==> src/rtl/storeblock_seq_if.sv <==
// Store request / DATAMEM write bundle between the MEM stage (master) and storeblock_seq (slave).
interface storeblock_seq_if #(
    parameter int unsigned ADDR_WIDTH = 12
);
    logic                    req_valid;
    logic                    req_ready;
    logic [ADDR_WIDTH+1:0]   req_addr;
    logic [31:0]             req_wdata;
    logic [2:0]              dm_select;
    logic [ADDR_WIDTH-1:0]   dm_addr;
    logic [31:0]             dm_wdata;
    logic [3:0]              dm_we;
    logic                    done;
    logic                    err;

    modport master (
        output req_valid, req_addr, req_wdata, dm_select,
        input  req_ready, dm_addr, dm_wdata, dm_we, done, err
    );

    modport slave (
        input  req_valid, req_addr, req_wdata, dm_select,
        output req_ready, dm_addr, dm_wdata, dm_we, done, err
    );
endinterface

==> src/rtl/storeblock_seq.sv <==
// Store aligner for word-organised DATAMEM: SB/SH/SW at any byte offset, word-crossing stores
// are issued as two sequential beats while req_ready is held low.
module storeblock_seq #(
    parameter int unsigned ADDR_WIDTH = 12
) (
    input logic            clk,
    input logic            rst,
    storeblock_seq_if.slave bus
);
    typedef enum logic [0:0] {StIdle, StBeat2} state_e;

    state_e                  state_q;
    logic [ADDR_WIDTH-1:0]   dm_addr_q;
    logic [31:0]             dm_wdata_q;
    logic [3:0]              dm_we_q;
    logic                    done_q;
    logic                    err_q;
    logic [ADDR_WIDTH-1:0]   hi_addr_q;
    logic [31:0]             hi_wdata_q;
    logic [3:0]              hi_we_q;

    logic [1:0]              off;
    logic [ADDR_WIDTH-1:0]   word_addr;
    logic [2:0]              cnt;
    logic                    illegal;
    logic                    split;
    logic [31:0]             lo_data, hi_data;
    logic [3:0]              lo_we, hi_we;

    assign off       = bus.req_addr[1:0];
    assign word_addr = bus.req_addr[ADDR_WIDTH+1:2];
    assign split     = ({2'b00, off} + {1'b0, cnt}) > 4'd4;

    always_comb begin
        cnt     = 3'd0;
        illegal = 1'b0;
        case (bus.dm_select)
            3'b000:  cnt = 3'd1;
            3'b001:  cnt = 3'd2;
            3'b010:  cnt = 3'd4;
            default: illegal = 1'b1;
        endcase
    end

    // Byte k lands in lane (off+k) mod 4; the carry out of that sum selects the second word.
    always_comb begin
        lo_data = '0;
        hi_data = '0;
        lo_we   = '0;
        hi_we   = '0;
        for (int k = 0; k < 4; k++) begin
            if (3'(k) < cnt) begin
                if (({1'b0, off} + 3'(k)) < 3'd4) begin
                    lo_data = lo_data | ({bus.req_wdata[8*k +: 8], 24'h0} >> {off + 2'(k), 3'b000});
                    lo_we   = lo_we | (4'b1000 >> (off + 2'(k)));
                end else begin
                    hi_data = hi_data | ({bus.req_wdata[8*k +: 8], 24'h0} >> {off + 2'(k), 3'b000});
                    hi_we   = hi_we | (4'b1000 >> (off + 2'(k)));
                end
            end
        end
    end

    always_ff @(posedge clk) begin
        if (rst) begin
            state_q    <= StIdle;
            dm_addr_q  <= '0;
            dm_wdata_q <= '0;
            dm_we_q    <= '0;
            done_q     <= 1'b0;
            err_q      <= 1'b0;
            hi_addr_q  <= '0;
            hi_wdata_q <= '0;
            hi_we_q    <= '0;
        end else begin
            dm_we_q <= '0;
            done_q  <= 1'b0;
            err_q   <= 1'b0;
            case (state_q)
                StIdle: begin
                    if (bus.req_valid) begin
                        if (illegal) begin
                            done_q <= 1'b1;
                            err_q  <= 1'b1;
                        end else begin
                            dm_addr_q  <= word_addr;
                            dm_wdata_q <= lo_data;
                            dm_we_q    <= lo_we;
                            if (split) begin
                                state_q    <= StBeat2;
                                hi_addr_q  <= word_addr + 1'b1;
                                hi_wdata_q <= hi_data;
                                hi_we_q    <= hi_we;
                            end else begin
                                done_q <= 1'b1;
                            end
                        end
                    end
                end
                StBeat2: begin
                    state_q    <= StIdle;
                    dm_addr_q  <= hi_addr_q;
                    dm_wdata_q <= hi_wdata_q;
                    dm_we_q    <= hi_we_q;
                    done_q     <= 1'b1;
                end
                default: state_q <= StIdle;
            endcase
        end
    end

    assign bus.req_ready = (state_q == StIdle);
    assign bus.dm_addr   = dm_addr_q;
    assign bus.dm_wdata  = dm_wdata_q;
    assign bus.dm_we     = dm_we_q;
    assign bus.done      = done_q;
    assign bus.err       = err_q;
endmodule

==> src/flat_wrapper.sv <==
// flat-port wrapper written by rule: the top's interface ports become plain ports
module storeblock_seq_flat 
#(
    parameter int unsigned ADDR_WIDTH = 12
)
  (clk, rst, bus_req_valid, bus_req_addr, bus_req_wdata, bus_dm_select, bus_req_ready, bus_dm_addr, bus_dm_wdata, bus_dm_we, bus_done, bus_err);
  storeblock_seq_if #(.ADDR_WIDTH(ADDR_WIDTH)) bus_i ();
  input logic clk;
  input logic rst;
  input wire logic [$bits(bus_i.req_valid)-1:0] bus_req_valid;
  input wire logic [$bits(bus_i.req_addr)-1:0] bus_req_addr;
  input wire logic [$bits(bus_i.req_wdata)-1:0] bus_req_wdata;
  input wire logic [$bits(bus_i.dm_select)-1:0] bus_dm_select;
  output wire logic [$bits(bus_i.req_ready)-1:0] bus_req_ready;
  output wire logic [$bits(bus_i.dm_addr)-1:0] bus_dm_addr;
  output wire logic [$bits(bus_i.dm_wdata)-1:0] bus_dm_wdata;
  output wire logic [$bits(bus_i.dm_we)-1:0] bus_dm_we;
  output wire logic [$bits(bus_i.done)-1:0] bus_done;
  output wire logic [$bits(bus_i.err)-1:0] bus_err;
  assign bus_i.req_valid = bus_req_valid;
  assign bus_i.req_addr = bus_req_addr;
  assign bus_i.req_wdata = bus_req_wdata;
  assign bus_i.dm_select = bus_dm_select;
  assign bus_req_ready = bus_i.req_ready;
  assign bus_dm_addr = bus_i.dm_addr;
  assign bus_dm_wdata = bus_i.dm_wdata;
  assign bus_dm_we = bus_i.dm_we;
  assign bus_done = bus_i.done;
  assign bus_err = bus_i.err;
  storeblock_seq #(.ADDR_WIDTH(ADDR_WIDTH)) u_core (.clk(clk), .rst(rst), .bus(bus_i));
endmodule
==> config.mk <==
export PLATFORM = sky130hd
export DESIGN_NAME = storeblock_seq_flat
export DESIGN_NICKNAME = d
export VERILOG_FILES = /design/src/rtl/storeblock_seq_if.sv /design/src/rtl/storeblock_seq.sv /design/src/flat_wrapper.sv
export SDC_FILE = /design/constraint.sdc
export NUM_CORES = 1
export LEC_CHECK = 0
export ABC_CLOCK_PERIOD_IN_PS = 3400
export CAP_MARGIN = 20
export CORE_UTILIZATION = 40
export CTS_BUF_LIST = sky130_fd_sc_hd__clkbuf_4
export CTS_CLUSTER_SIZE = 12
export DETAILED_ROUTE_END_ITERATION = 8
export DONT_BUFFER_PORTS = 1
export PLACE_DENSITY = 0.52
export SETUP_SLACK_MARGIN = 0.3
export SYNTH_ARGS = -nofsm -noshare
export SYNTH_HDL_FRONTEND = slang
export SYNTH_SLANG_ARGS = --single-unit
==> constraint.sdc <==
create_clock -name clk -period 3.4 [get_ports clk]
set_input_delay 0.51 -clock clk [delete_from_list [all_inputs] [get_ports clk]]
set_output_delay 0.51 -clock clk [all_outputs]
set_load 0.01 [all_outputs]
Yosys cells after proc, flatten, opt, wreduce, memory -nomap -nowiden:

Cells that the tools add are included.

* bitwise operators: 14
* reduce and logical (&&, ||, !) cells: 5
* eq/ne operators: 4
* $lt $le $gt $ge: 9
* add/subtract/negate cells: 8
* shift-type cells: 8
* muxes and demuxes: 51

Operator list (count)
* $mux 32: 18
* $or 32x32->32: 6
* $shr 32x5->32: 4
* $mux 4: 18
* $pmux 32 s2: 1
* $mux 12: 2
* $or 4x4->4: 6
* $pmux 12 s2: 1
* $shr 4x2->4 const A: 4
* $add 12x1->12 const B: 1
* $lt 3x3->1 const B: 3
* $pmux 3 s3: 1
* $pmux 4 s2: 1
* $mux 1: 7
* $add 2x2->3 const B: 2
* $lt 1x3->1 const A: 2
* $lt 2x3->1 const A: 2
* $reduce_or 3->1: 2
* $add 2x2->2 const B: 2
* $add 2x3->4: 1
* $gt 4x3->1 const B: 1
* $ne 2x2->1 const B: 2
* $pmux 1 s2: 2
* $reduce_and 4->1: 1
* other kinds (8): 9

* flip-flop bits (word level): 99
* output and inout bits: 51
* bits of input ports: 52

Depth between registers and ports, before layout:

* depth in word-level cells: 16
* gate-level depth with buffers: 12
* depth with buffers taken out: 9

Worst setup path after synthesis:

OpenSTA, ideal clock, no wires.

* kind: input to register
* start point: input port bus_dm_select[2]
* end point: register u_core.hi_wdata_q[0]
* path slack: 777 ps
* stages: 12
* path buffers: 4
* arrival: 2489 ps
* cells stage by stage: clkbuf_1 -> clkbuf_1 -> nor3_1 -> ha_1 -> inv_1 -> fa_1 -> xnor2_1 -> a21oi_2 -> nor2_1 -> buf_2 -> buf_2 -> a211oi_1

* cells in the longest elaborated chain, start to end: 13
* elaborated cells on any way between the ends: 22
* classes of those cells: add/sub (1); order compare (5); eq/ne (2); mux (8); bitwise (3); reduce/logical (3)

RTL lines
* start: declaration: line flat_wrapper.sv:13 `input wire logic [$bits(bus_i.dm_select)-1:0] bus_dm_select;`
* $eq 3x2->1, or another cell as far along: line storeblock_seq.sv:37 `case (bus.dm_select)`
* $pmux 3 s3: line storeblock_seq.sv:37
* $lt 1x3->1: line storeblock_seq.sv:52 `if (3'(k) < cnt) begin`
* $mux 32: line storeblock_seq.sv:52
* $or 32x32->32: line storeblock_seq.sv:57 `hi_data = hi_data | ({bus.req_wdata[8*k +: 8], 24'h0} >> {off + 2'(k), 3'b000});`
* $mux 32: line storeblock_seq.sv:53 `if (({1'b0, off} + 3'(k)) < 3'd4) begin`
* $mux 32: line storeblock_seq.sv:52
* $or 32x32->32: line storeblock_seq.sv:57
* $mux 32: line storeblock_seq.sv:53
* $mux 32: line storeblock_seq.sv:52
* $or 32x32->32: line storeblock_seq.sv:57
* $mux 32: line storeblock_seq.sv:53
* $mux 32: line storeblock_seq.sv:52
* end signal: assignment: line storeblock_seq.sv:92 `hi_wdata_q <= hi_data;`
* end: declaration: line storeblock_seq.sv:19 `logic [31:0] hi_wdata_q;`

Parallel ways exist; a longest one is shown, timed or not.
A chain may end at the register's enable or synchronous reset.

Worst setup path after layout:

* start point: register u_core.state_q
* end point: output port bus_req_ready

* cells in the longest elaborated chain, start to end: 1

RTL lines
* start: declaration: line storeblock_seq.sv:12 `state_e state_q;`
* start signal: assignment: line storeblock_seq.sv:66 `state_q <= StIdle;`
* start signal: assignment: line storeblock_seq.sv:90 `state_q <= StBeat2;`
* start signal: assignment: line storeblock_seq.sv:101 `state_q <= StIdle;`
* $not 1->1: line storeblock_seq.sv:112 `assign bus.req_ready = (state_q == StIdle);`
* end: declaration: line flat_wrapper.sv:14 `output wire logic [$bits(bus_i.req_ready)-1:0] bus_req_ready;`

No other way between the ends.

==> impl_metrics.env <==
export IMPL_status="completed"
export IMPL_track_usage_pct=27.8
export IMPL_top_level_ports=103
export IMPL_rr_worst_depth=7
export IMPL_crit_path_start_kind="register"
export IMPL_setup_viol_count_final=0
export IMPL_period_needed_ns=2.47
export IMPL_first_iter_violations=587
export IMPL_drcViolationCount=0
export IMPL_grt_pass1_wl_um=30400
export IMPL_cts_max_path_buffers=2
export IMPL_clock_sinks=99
export IMPL_cp_common_cell="buf_4"
export IMPL_crit_end="bus_req_ready"
export IMPL_finalSetupTns_ns=0
export IMPL_placed_cells=793
export IMPL_stdcell_count=810
export IMPL_die_h_um=120
export IMPL_fin_worst_skew_ns=0.0111
export IMPL_postRouteAntennaNets=0
export IMPL_hp_class="input port to register"
export IMPL_num_vias=5438
export IMPL_io_buffers=0
export IMPL_end_kind="primary output"
export IMPL_grt_max_degree=83
export IMPL_postCtsHoldBufs=0
export IMPL_vias_per_cell=6.71
export IMPL_synth_compound_area_share_pct=36.5
export IMPL_rr_startpoint="u_core.state_q$_SDFF_PP0_"
export IMPL_path_class="register to primary output"
export IMPL_cts_resized=0
export IMPL_worstSetupStartpoint="u_core.state_q$_SDFF_PP0_"
export IMPL_max_slew_margin_rel_pct=27.7
export IMPL_drive_above_1_share_pct=8.06
export IMPL_htree_num_levels=3
export IMPL_yosysTopAreaCellShare_pct=35.5
export IMPL_synth_area_leaders="dfxtp_1, a21oi_1, a22oi_1"
export IMPL_yosys_area_top_type="dfxtp_1"
export IMPL_nets=691
export IMPL_async_flop_share_pct=0
export IMPL_cp_slowest_cell="dfxtp_1"
export IMPL_synth_xor_area_share_pct=2.02
export IMPL_synth_nets=743
export IMPL_postCtsSetupBuffers=0
export IMPL_die_area_mm2=0.0144
export IMPL_critPathMaxFanout=21
export IMPL_synth_edf_count=0
export IMPL_ys_types=58
export IMPL_grt_use_met2_pct=42.2
export IMPL_synthSimpleGateAreaFrac_pct=16.4
export IMPL_path_cells="buf_4, inv_1, buf_4"
export IMPL_antenna_found_initial=1
export IMPL_p_per_area_mw_per_mm2=390
export IMPL_worst_ep_arrival_time_ns=1.96
export IMPL_crit_required_ns=2.89
export IMPL_fin_crit_sh_pct=72.7
export IMPL_fin_ws_ns=0.927
export IMPL_met1_usage_pct=37.5
export IMPL_row_count=42
export IMPL_r2r_setup_slack_ns=1.06
export IMPL_synth_top_family_by_area="compound AO/OA/AOI/OAI gates"
export IMPL_path_clk_slew_ns=0.16
export IMPL_fmax_mhz=404
export IMPL_syn_inst=680
export IMPL_yosys_area_share_adder_pct=2.60
export IMPL_gp_congestion=0.903
export IMPL_cts_tree="done"
export IMPL_ir_drop_uv=201
export IMPL_cts_root_buf="clkbuf_4"
export IMPL_worst_pin_slew_ns=1.08
export IMPL_core_mm2=0.0134
export IMPL_leakagePower_nw=1.73
export IMPL_area_growth_syn_to_layout_pct=2.96
export IMPL_dp_hpwl_um=13300
export IMPL_synthFlopType="dfxtp_1"
export IMPL_cap_violations=0
export IMPL_syn_area_mm2=0.00558
export IMPL_dr_pass1_iters=5
export IMPL_ys_seq_elements=99
export IMPL_synth_warning_count=0
export IMPL_grt_pass1_vias=5160
export IMPL_rsz0062_at_grt="false"
export IMPL_start_util_pct=41.6
export IMPL_finalWirelength_um=19800
export IMPL_grt_met3_usage_pct=7.08
export IMPL_drv_slew=0
export IMPL_die_width_um=120
export IMPL_wire_per_inst_um=24.5
export IMPL_worstReg2RegEnd="u_core.hi_wdata_q[21]$_SDFFE_PP0P_"
export IMPL_busiest_layer="met2"
export IMPL_numCtsBuffers=9
export IMPL_hold_viol=0
export IMPL_avgSynthCellArea_um2=8.20
export IMPL_clk_latency_ns=0.50
export IMPL_dpl_worst_slack_ns=0.620
export IMPL_overflow=0
export IMPL_ys_seq_area_share_pct=35.5
export IMPL_cpPeakStageDelay_ns=0.79
export IMPL_muxShareOfSynthArea_pct=0
worst min-delay path by stage:
stage / start / end / slack [ns] / cells after the start
2_1_floorplan: u_core.hi_we_q[0]$_SDFFE_PP0P_ / u_core.hi_we_q[0]$_SDFFE_PP0P_ / 0.43 / 2
3_3_place_gp: u_core.hi_we_q[1]$_SDFFE_PP0P_ / u_core.hi_we_q[1]$_SDFFE_PP0P_ / 0.44 / 2
3_5_place_dp: u_core.hi_we_q[0]$_SDFFE_PP0P_ / u_core.hi_we_q[0]$_SDFFE_PP0P_ / 0.45 / 2
4_1_cts: rst / u_core.bus.dm_addr[2]$_SDFFE_PP0P_ / 0.02 / 1
5_1_grt: rst / u_core.bus.dm_addr[2]$_SDFFE_PP0P_ / 0.02 / 1
6_report: rst / u_core.bus.dm_addr[2]$_SDFFE_PP0P_ / 0.05 / 1
metal layers:
layer  vias up  share of wire (%)
met1      2601                 42
met2       294                 45
met5         -                  0
met4         0                2.1
li1       2508                  -
met3        35                 10
critical path: cells and delay by family, from the launching register on:
family                 cells  cell delay, ns
buffers and inverters      3            0.66
DFF                        1            0.79
cell usage after synthesis (6+ instances only):
| cell | number |
|---|---|
| a311oi_1 | 15 |
| nand2b_1 | 12 |
| buf_2 | 19 |
| o2bb2ai_1 | 8 |
| clkbuf_1 | 37 |
| nor3_1 | 10 |
| a22o_1 | 6 |
| o211ai_1 | 7 |
| a21oi_1 | 79 |
| nand4_1 | 6 |
| buf_1 | 17 |
| nor2b_1 | 7 |
| inv_1 | 9 |
| xor2_1 | 9 |
| o221ai_1 | 9 |
| dfxtp_1 | 99 |
| o21ai_1 | 8 |
| nor2_1 | 32 |
| nand2_1 | 35 |
| and3_1 | 16 |
| a221oi_1 | 18 |
| a22oi_1 | 45 |
| a211oi_1 | 31 |
| nand3_1 | 34 |
| a32oi_1 | 16 |
| ha_1 | 10 |
| o21ai_0 | 34 |
area by class of cell:
class | instances | area (um2)
fillers | 1407 | 7660
multi-input cells | 492 | 3220
flip-flops and latches | 99 | 1980
well taps | 176 | 220
repair buffers | 16 | 133
clock buffers | 10 | 75.1
clock inverters | 6 | 73.8
inverters | 10 | 37.5
diodes | 1 | 2.50
stage by stage:
step                hold WS (ns)  total power [mW]  util [%]  cell area (um2)
CTS                       0.0223              2.24      42.8             5740
global route              0.0189              2.32      42.8             5740
finish                    0.0510              2.24      42.8             5740
detailed placement         0.446              1.56      41.7             5590
floorplan                  0.429              1.52         -             5580
global placement           0.437              1.56      41.7             5590
where the power goes:
group | total [mW] | internal (mW) | leakage, nW | switching (mW)
Combinational | 0.302 | 0.106 | 0.853 | 0.196
Clock | 0.698 | 0.241 | 0.0751 | 0.457
Sequential | 1.24 | 1.20 | 0.804 | 0.0375
sequential cells by signal (all words and copies together), names as in the netlist:
name,count
u_core.bus.dm_wdata,32
u_core.hi_wdata_q,32
u_core.hi_addr_q,12
u_core.bus.done,1
u_core.hi_we_q,4
u_core.state_q,1
u_core.bus.err,1
u_core.bus.dm_addr,12
u_core.bus.dm_we,4
cells in the final DEF (no fill, tap or decap), types with 10 or more instances in the layout:
cell type	netlist	routed
dfxtp_1	99	99
a21oi_1	79	79
a22oi_1	45	45
nand2_1	35	35
nand3_1	34	34
o21ai_0	34	34
a211oi_1	31	31
nor2_1	32	30
a221oi_1	18	18
and3_1	16	16
a32oi_1	16	16
a311oi_1	15	15
buf_4	1	15
nand2b_1	12	12
nor3_1	10	10
ha_1	10	10
clkbuf_4	0	10
kinds of logic after synthesis:
family          Yosys count
simple gates            171
xor+xnor                 12
compound gates          298
buf+inv                  89
flops                    99
fa+ha+maj                11
Power figures use the tool's default switching activity.
